--- src/rtl/egress_pkg.sv ---
// ---------------------------------------------------------------------------
// egress_pkg
// Shared constants for the egress arbiter: datapath width, channel count,
// link-state encodings, FSM state type/encodings and the forwarding-enable
// helper.
// ---------------------------------------------------------------------------
package egress_pkg;

    localparam int DATA_W = 12;
    localparam int NUM_CH = 4;

    // One-hot link-state encodings presented on the state input
    localparam logic [3:0] LINK_RESET  = 4'b0001;
    localparam logic [3:0] LINK_INIT   = 4'b0010;
    localparam logic [3:0] LINK_IDLE   = 4'b0100;
    localparam logic [3:0] LINK_ACTIVE = 4'b1000;

    // Arbiter FSM state
    typedef logic [1:0] arb_state_t;
    localparam arb_state_t ST_IDLE    = 2'd0;
    localparam arb_state_t ST_POP     = 2'd1;
    localparam arb_state_t ST_CAPTURE = 2'd2;

    // Last grant after reset is channel 3, so channel 0 is searched first
    localparam logic [1:0] LAST_GRANT_RST = 2'd3;

    // Forwarding is allowed only in the link idle and active states
    function automatic logic fwd_enabled(input logic [3:0] link);
        return (link == LINK_IDLE) || (link == LINK_ACTIVE);
    endfunction

endpackage

--- src/rtl/rr_pick_4.sv ---
// ---------------------------------------------------------------------------
// rr_pick_4
// Round-robin pick among four requesters. Search order starts one past the
// last grant and wraps: last+1, last+2, last+3, then last itself.
//
// Ports
//   i_req   [3:0] request vector, bit k = channel k has data
//   i_last  [1:0] previously granted channel
//   o_grant [1:0] selected channel (holds i_last when nothing requests)
//   o_valid       at least one request present
// ---------------------------------------------------------------------------
module rr_pick_4
    import egress_pkg::*;
(
    input  logic [3:0] i_req,
    input  logic [1:0] i_last,
    output logic [1:0] o_grant,
    output logic       o_valid
);

    // NOTE: every output gets a default before the search so that no path
    // leaves it unassigned; otherwise the tool infers a latch.
    always_comb begin
        o_grant = i_last;
        o_valid = 1'b0;
        // Walk from the farthest offset to the nearest so the nearest
        // requesting channel is the one left in o_grant.
        for (int i = NUM_CH; i >= 1; i--) begin
            if (i_req[i_last + 2'(i)]) begin
                o_grant = i_last + 2'(i);
                o_valid = 1'b1;
            end
        end
    end

endmodule

--- src/rtl/egress_arbiter.sv ---
// ---------------------------------------------------------------------------
// egress_arbiter
// Moves 12-bit words from four class FIFOs into one output FIFO with
// round-robin fairness. Each word takes a POP cycle (read strobe) and a
// CAPTURE cycle (read data valid, registered into data_out); push follows in
// the next cycle, so peak throughput is one word every two cycles.
//
// Ports
//   clk                 rising-edge clock
//   reset               asynchronous active-high reset
//   state [3:0]         link state; 0100/1000 enable forwarding, 0001 clears
//   empty_0..3          class FIFO empty flags
//   data_in_0..3 [11:0] class FIFO read data, valid the cycle after pop
//   pop_0..3            class FIFO read strobes
//   almost_full_out     output FIFO almost-full; blocks new grants only
//   push                output FIFO write strobe
//   data_out [11:0]     output FIFO write data
//   idle                FSM in IDLE with no word in flight
//   word_cnt_0..3 [7:0] per-channel pushed-word counters
//
// Build option
//   ARB_STATS_EN  when defined, word_cnt_0..3 count pushed words per channel
//                 (saturating at 255); otherwise they are tied to zero.
// ---------------------------------------------------------------------------
module egress_arbiter
    import egress_pkg::*;
(
    input  logic              clk,
    input  logic              reset,
    input  logic [3:0]        state,
    input  logic              empty_0,
    input  logic              empty_1,
    input  logic              empty_2,
    input  logic              empty_3,
    input  logic [DATA_W-1:0] data_in_0,
    input  logic [DATA_W-1:0] data_in_1,
    input  logic [DATA_W-1:0] data_in_2,
    input  logic [DATA_W-1:0] data_in_3,
    output logic              pop_0,
    output logic              pop_1,
    output logic              pop_2,
    output logic              pop_3,
    input  logic              almost_full_out,
    output logic              push,
    output logic [DATA_W-1:0] data_out,
    output logic              idle,
    output logic [7:0]        word_cnt_0,
    output logic [7:0]        word_cnt_1,
    output logic [7:0]        word_cnt_2,
    output logic [7:0]        word_cnt_3
);

    arb_state_t        r_fsm;
    arb_state_t        w_fsm_next;
    logic [1:0]        r_last_grant;
    logic              r_push;
    logic [DATA_W-1:0] r_data_out;

    logic [3:0]        w_req;
    logic [1:0]        w_pick;
    logic              w_pick_valid;
    logic              w_can_grant;
    logic              w_take;
    logic              w_clear;
    logic [DATA_W-1:0] w_data_sel;

    assign w_req   = {~empty_3, ~empty_2, ~empty_1, ~empty_0};
    assign w_clear = (state == LINK_RESET);

    // New grants need an enabled link, room downstream and a waiting word.
    // Words already in POP/CAPTURE always complete regardless of these.
    assign w_can_grant = fwd_enabled(state) && !almost_full_out && w_pick_valid;

    rr_pick_4 u_rr_pick_4 (
        .i_req   (w_req),
        .i_last  (r_last_grant),
        .o_grant (w_pick),
        .o_valid (w_pick_valid)
    );

    // Read data of the channel granted for the word currently in CAPTURE
    always_comb begin
        case (r_last_grant)
            2'd0:    w_data_sel = data_in_0;
            2'd1:    w_data_sel = data_in_1;
            2'd2:    w_data_sel = data_in_2;
            default: w_data_sel = data_in_3;
        endcase
    end

    always_comb begin
        w_fsm_next = r_fsm;
        w_take     = 1'b0;
        case (r_fsm)
            ST_IDLE: begin
                if (w_can_grant) begin
                    w_fsm_next = ST_POP;
                    w_take     = 1'b1;
                end
            end
            ST_POP: begin
                w_fsm_next = ST_CAPTURE;
            end
            ST_CAPTURE: begin
                // Chain straight into the next POP to sustain one word per
                // two cycles
                if (w_can_grant) begin
                    w_fsm_next = ST_POP;
                    w_take     = 1'b1;
                end else begin
                    w_fsm_next = ST_IDLE;
                end
            end
            default: begin
                w_fsm_next = ST_IDLE;
            end
        endcase
    end

    // NOTE: state registers use non-blocking assignments so every flop samples
    // the pre-edge values; blocking here would create order-dependent races.
    always_ff @(posedge clk or posedge reset) begin
        if (reset) begin
            r_fsm        <= ST_IDLE;
            r_last_grant <= LAST_GRANT_RST;
            r_push       <= 1'b0;
            r_data_out   <= '0;
        end else if (w_clear) begin
            // Link reset state behaves exactly like reset, dropping any
            // word in flight
            r_fsm        <= ST_IDLE;
            r_last_grant <= LAST_GRANT_RST;
            r_push       <= 1'b0;
            r_data_out   <= '0;
        end else begin
            r_fsm  <= w_fsm_next;
            r_push <= (r_fsm == ST_CAPTURE);
            if (w_take) begin
                r_last_grant <= w_pick;
            end
            if (r_fsm == ST_CAPTURE) begin
                r_data_out <= w_data_sel;
            end
        end
    end

    // The strobe follows the grant register, which only changes on a grant,
    // so the popped channel is the one found non-empty at grant time
    assign pop_0 = (r_fsm == ST_POP) && (r_last_grant == 2'd0);
    assign pop_1 = (r_fsm == ST_POP) && (r_last_grant == 2'd1);
    assign pop_2 = (r_fsm == ST_POP) && (r_last_grant == 2'd2);
    assign pop_3 = (r_fsm == ST_POP) && (r_last_grant == 2'd3);

    assign push     = r_push;
    assign data_out = r_data_out;
    // The push cycle still counts as in flight
    assign idle     = (r_fsm == ST_IDLE) && !r_push;

`ifdef ARB_STATS_EN
    logic [1:0] r_out_ch;
    logic [7:0] r_word_cnt [NUM_CH];

    // Channel of the word being captured, so the counter bumps on its push
    always_ff @(posedge clk or posedge reset) begin
        if (reset) begin
            r_out_ch <= '0;
        end else if (r_fsm == ST_CAPTURE) begin
            r_out_ch <= r_last_grant;
        end
    end

    // NOTE: this small register array is reset because its contents are
    // architecturally visible; wide data storage normally is left unreset.
    always_ff @(posedge clk or posedge reset) begin
        if (reset) begin
            for (int i = 0; i < NUM_CH; i++) begin
                r_word_cnt[i] <= '0;
            end
        end else if (w_clear) begin
            for (int i = 0; i < NUM_CH; i++) begin
                r_word_cnt[i] <= '0;
            end
        end else if (r_push && (r_word_cnt[r_out_ch] != 8'hFF)) begin
            r_word_cnt[r_out_ch] <= r_word_cnt[r_out_ch] + 8'd1;
        end
    end

    assign word_cnt_0 = r_word_cnt[0];
    assign word_cnt_1 = r_word_cnt[1];
    assign word_cnt_2 = r_word_cnt[2];
    assign word_cnt_3 = r_word_cnt[3];
`else
    assign word_cnt_0 = '0;
    assign word_cnt_1 = '0;
    assign word_cnt_2 = '0;
    assign word_cnt_3 = '0;
`endif

endmodule

--- config.mk ---
export PLATFORM = sky130hd
export DESIGN_NAME = egress_arbiter
export DESIGN_NICKNAME = d
export VERILOG_FILES = /design/src/rtl/egress_pkg.sv /design/src/rtl/rr_pick_4.sv /design/src/rtl/egress_arbiter.sv
export SDC_FILE = /design/constraint.sdc
export NUM_CORES = 1
export LEC_CHECK = 0
export BUFFER_PORTS_ARGS = -buffer_cell sky130_fd_sc_hd__buf_2
export CAP_MARGIN = 40
export CORE_ASPECT_RATIO = 0.75
export CORE_UTILIZATION = 30
export DETAILED_ROUTE_END_ITERATION = 8
export GPL_TIMING_DRIVEN = 1
export REMOVE_ABC_BUFFERS = 1
export SYNTH_ARGS = -nofsm -noshare
export SYNTH_HDL_FRONTEND = slang
export SYNTH_HIERARCHICAL = 1
export SYNTH_SLANG_ARGS = --single-unit
--- constraint.sdc ---
create_clock -name clk -period 4.6 [get_ports clk]
set_input_delay 0.92 -clock clk [delete_from_list [all_inputs] [get_ports clk]]
set_output_delay 0.92 -clock clk [all_outputs]
set_load 0.02 [all_outputs]
Word level (Yosys, flattened, before mapping)
Index checks and enable logic that the tools add are counted.
{ "totals": {"latchBits": 0, "output_inout_bits": 50, "n_memories": 0, "in_bits": 59, "ram_bits": 0, "ff_bits": 17, "rom_bits": 0} }
{ "classes": {"n_reduce_logical": 17, "add_sub_neg": 3, "multipliers": 0, "n_eq_ne": 9, "n_mux": 27, "order_cmp": 4, "bitwise": 4, "n_div": 0, "shifts": 0} }
{ "op_table": {"columns": ["operator", "count"], "rows": [
  ["one-hot mux 12 bit (3 select lines)", 1],
  ["2-to-1 mux 12 bit", 2],
  ["2-to-1 mux 2 bit", 7],
  ["less-than comparator 2 x 3 -> 1 bit (second input constant)", 4],
  ["2-to-1 mux 1 bit", 12],
  ["binary-select mux 1 bit (select 2 bit)", 4],
  ["logical AND 1 bit", 7],
  ["equality test 2 bit (second input constant)", 3],
  ["one-hot mux 2 bit (3 select lines)", 1],
  ["adder 2 bit (second input constant)", 2],
  ["equality test 2 x 1 -> 1 bit (second input constant)", 2],
  ["equality test 4 x 1 -> 1 bit (second input constant)", 1],
  ["equality test 4 x 3 -> 1 bit (second input constant)", 1],
  ["equality test 4 bit (second input constant)", 1],
  ["logical NOT 2 bit", 2],
  ["NOT 1 bit", 4],
  ["nonzero test 2 bit", 2],
  ["nonzero test 4 bit", 1],
  ["!= test 3 bit (second input constant)", 1],
  ["adder 2 x 1 -> 2 bit (second input constant)", 1],
  ["logical NOT 1 bit", 2],
  ["AND reduction 2 bit", 1],
  ["OR reduction 2 bit", 1],
  ["logical OR 1 bit", 1]
]} }

Logic depth before layout (Yosys ltp)
{ "logic_depth": {"word_depth": 12, "depth_mapped": 6} }

Cells and area by module
Netlist, hierarchy kept.
{ "modules_own_cells": {"columns": ["module", "instances", "cells_each", "area_per_inst_um2"], "rows": [
  ["egress_arbiter", 1, 106, 1288.7],
  ["rr_pick_4", 1, 14, 82.6]
]} }

Least setup slack after synthesis
No wires, ideal clock.
{ "synth_path": {"path_type": "register -> output", "start": "register r_last_grant[1]", "end": "output pop_2", "stages_incl_launch_ff": 4, "arrival_time_ns": 1.500, "slack_ns": 2.180, "path_cell_list": "dfstp_2 -> buf_2 -> buf_2 -> nor3b_1"} }
{ "synth_between": {"elab_chain_len": 2} }
{ "synth_lines": {"columns": ["element", "line_no", "source"], "rows": [
  ["start, declared", "egress_arbiter.sv:55", "logic [1:0] r_last_grant;"],
  ["start signal, assigned", "egress_arbiter.sv:139", "r_last_grant <= w_pick;"],
  ["equality test 2 bit", "egress_arbiter.sv:151", "assign pop_2 = (r_fsm == ST_POP) && (r_last_grant == 2'd2);"],
  ["logical AND 1 bit", "egress_arbiter.sv:151", null],
  ["end, declared", "egress_arbiter.sv:41", "output logic pop_2,"]
]} }
No other way between the ends.

Final worst setup path
{ "layout_path": {"start": "register r_last_grant[0]", "end": "output pop_3"} }
{ "layout_between": {"elab_chain_len": 2} }
{ "layout_lines": {"columns": ["element", "line_no", "source"], "rows": [
  ["equality test 2 bit", "egress_arbiter.sv:152", "assign pop_3 = (r_fsm == ST_POP) && (r_last_grant == 2'd3);"],
  ["logical AND 1 bit", "egress_arbiter.sv:152", null],
  ["end, declared", "egress_arbiter.sv:42", "output logic pop_3,"]
]} }
No other way between the ends.

==> metrics.txt <==
Antenna Nets Post-Route=0; max incr delay on CP=870 ps; Max FO, Critical Path=20; post-cts sizing count=0; top routing layer in use=met3; Die ar.=4850 um2; Worst Min Path Start=data_out[0]; Die W=80.1 um; unrepaired setup endpoints after global routing=no; Critical Path Source Type=flop; Post-synth EDFFs=0; share of layout cells above drive strength 1=48.2%; Max Cap Viol=0; Worst Setup Path Type=reg -> out; post-synthesis average cell area=11.4 um2; Hold Buf Count CTS=0; multiplexer area fraction after synthesis=23.0%; die height=60.6 um; largest net degree at the start of global routing=25; Routed met2 length=1390 um; Post-Synth Adder-Cell Area=0%; Slew Viols, Final=0; DRC=0; dpl hpwl=2480 um; met3 WL=390 um; gpl congestion=0.730; crit path DAT=1580 ps; diodes inserted=0; Commonest cells post-synth=33 x buf_4, 15 x dfrtp_1, 12 x a22o_1, 12 x inv_1, 8 x mux4_2; cell taking the most area after synthesis=dfrtp_1; P&R area growth vs syn=23.1%; Vias/cell=4.47; fin crit share=54.4%; final core occ=40.1%; postcts setup bufs=0; simple-gate share of the synthesized area=9.49%; CTS tree=yes; Seq pwr share=40.4%; final setup fails=0; vias in the first global route=1026; final setup TNS=0 ps; Worst VDD drop=151 uV; RR Startpoint=r_last_grant[0]; crit path from=r_last_grant[0]; Top FF cell, synth=dfrtp_1; Hold Crit Depth=1; first-pass GRT wire length=4500 um; largest family of logic cells by synthesized area=buffers and inverters; Clock Path Buffers=2; clock share of power=16.1%; leading post-synthesis cells by cell area=dfrtp_1 27%, buf_4 18%, mux4_2 13%; met1 wire length=1300 um; sw frac=37.7%; Final Hold Fails=0; Min-Delay Path Class=reg -> reg; Seq cells post-synth=17; critical path, cell by cell=and4b_2 -> buf_2; r2r worst-path depth=2; combinational fraction of design power=43.5%; Post-Syn Instances=120; P_int=0.407 mW; CTS clk-pin slew, worst paths=60 ps; synth unique cells=29; Top Ports=109; slew at the pin closest to its max-slew limit=805 ps; stages on the worst setup path=2; Cell Area, Synth=1370 um2; cts bufs inserted=3; Cell Pwr Density=386 nW/um2; CP delay by family, top=flip-flops; sequential share of the synthesized area=31.2%; gr ovfl total=0; Sink Count=17; CTS H-tree depth=1; Worst EP required=3680 ps; xor and xnor area share after synthesis=0.639%; leak pwr=0.954 nW; fmax=399 MHz; net switching power=0.246 mW; Slew HR=46.1%; WL per Instance=12.4 um; initial antenna violation count=0; compound-cell area share of the yosys netlist=10.7%; Buf/Inv on CP=1; most common cell in the netlist=buf_4; port buffer count=76; Core Rows=20; core area=4200 um2; Vias=1109; post-synthesis async set-or-reset flop share=100%; Starting Density=32.6%; First-pass DRT Iterations=2; Iter 0 DRT Violations=16; CTS root buf=clkbuf_8; Tmin final=2500 ps; synth warn=6; status=complete, no violations; Setup Skew=0.240 ps; Critical-path top delay cell=dfstp_2; Yosys top cell area share=27.4%; crit end category=primary output; Pwr Total=0.652 mW; clk_lat worst skew=240 ps; Total Wirelength=3080 um; final net count=253; All-Layer GR Usage=12.5%
-- flip-flops by register name, indices dropped and copies added (netlist names) --
name	cells
data_out	12
r_fsm	2
r_last_grant	2
push	1
-- layout make-up --
type,count,area [um2]
flip-flops and latches,17,428
multi-input cells,84,721
well taps,55,68.8
repair buffers,76,380
fillers,434,2520
inverters,12,45.0
clock buffers,4,45.0
-- layer usage --
metal,vias up,track usage (%)
li1,522,-
met1,511,14.2
met2,76,23.4
met3,0,4.36
met4,0,2.30
met5,-,0
-- cells in the final DEF, fill, tap and decap left out, drive strengths merged --
cell,synthesis,layout
dfrtp,15,15
nand2b,2,2
dfstp,2,2
a221o,1,1
clkbuf,0,4
a22o,12,12
inv,12,12
nor4,1,1
nand3,1,1
conb,1,32
buf,38,76
nor3b,3,3
xor2,1,1
nor4b,1,1
o22ai,1,1
mux4,12,12
or4,1,1
mux2i,3,3
nor2,4,4
a21oi,3,3
nor2b,1,1
a31oi,1,1
nor3,3,3
and4b,1,1
-- final timing paths --
| check | to | slack (ps) |
|---|---|---|
| max | pop_3 | 2100 |
| min | data_out[0] | 500 |
| max reg2reg | data_out[0] | 2790 |
| min reg2reg | data_out[0] | 500 |
| max in group asynchronous | data_out[2] | 3460 |
| min in group asynchronous | data_out[0] | 740 |
-- kinds of logic (layout without fill, tap and decap cells) --
kind of cell / after synthesis / after routing
muxes: 15 / 15
AOI/OAI and AO/OA: 18 / 18
DFF: 17 / 17
and+or+nand+nor: 18 / 18
xor gates and xnor gates: 1 / 1
buffers and inverters: 50 / 92
other: 1 / 32
-- stage by stage --
step | hold slack, ps | worst slack (ps) | area, um2 | instances
6_report | 497 | 2100 | 1690 | 248
5_1_grt | 514 | 2000 | 1690 | 248
2_1_floorplan | 578 | 2330 | 1190 | 113
4_1_cts | 498 | 2070 | 1690 | 248
3_3_place_gp | 477 | 2360 | 1640 | 244
3_5_place_dp | 482 | 2340 | 1640 | 244
-- power by group through the flow --
| stage | Combinational, mW | Sequential, mW | Clock, mW |
|---|---|---|---|
| after global placement | 0.283 | 0.265 | 0 |
| after detailed placement | 0.283 | 0.268 | 0 |
| final | 0.284 | 0.264 | 0.105 |
| after floorplan | 0.168 | 0.286 | 0 |
| after CTS | 0.286 | 0.265 | 0.110 |
| after global routing | 0.305 | 0.274 | 0.115 |
Note: power is estimated with default switching activity, not from simulation.
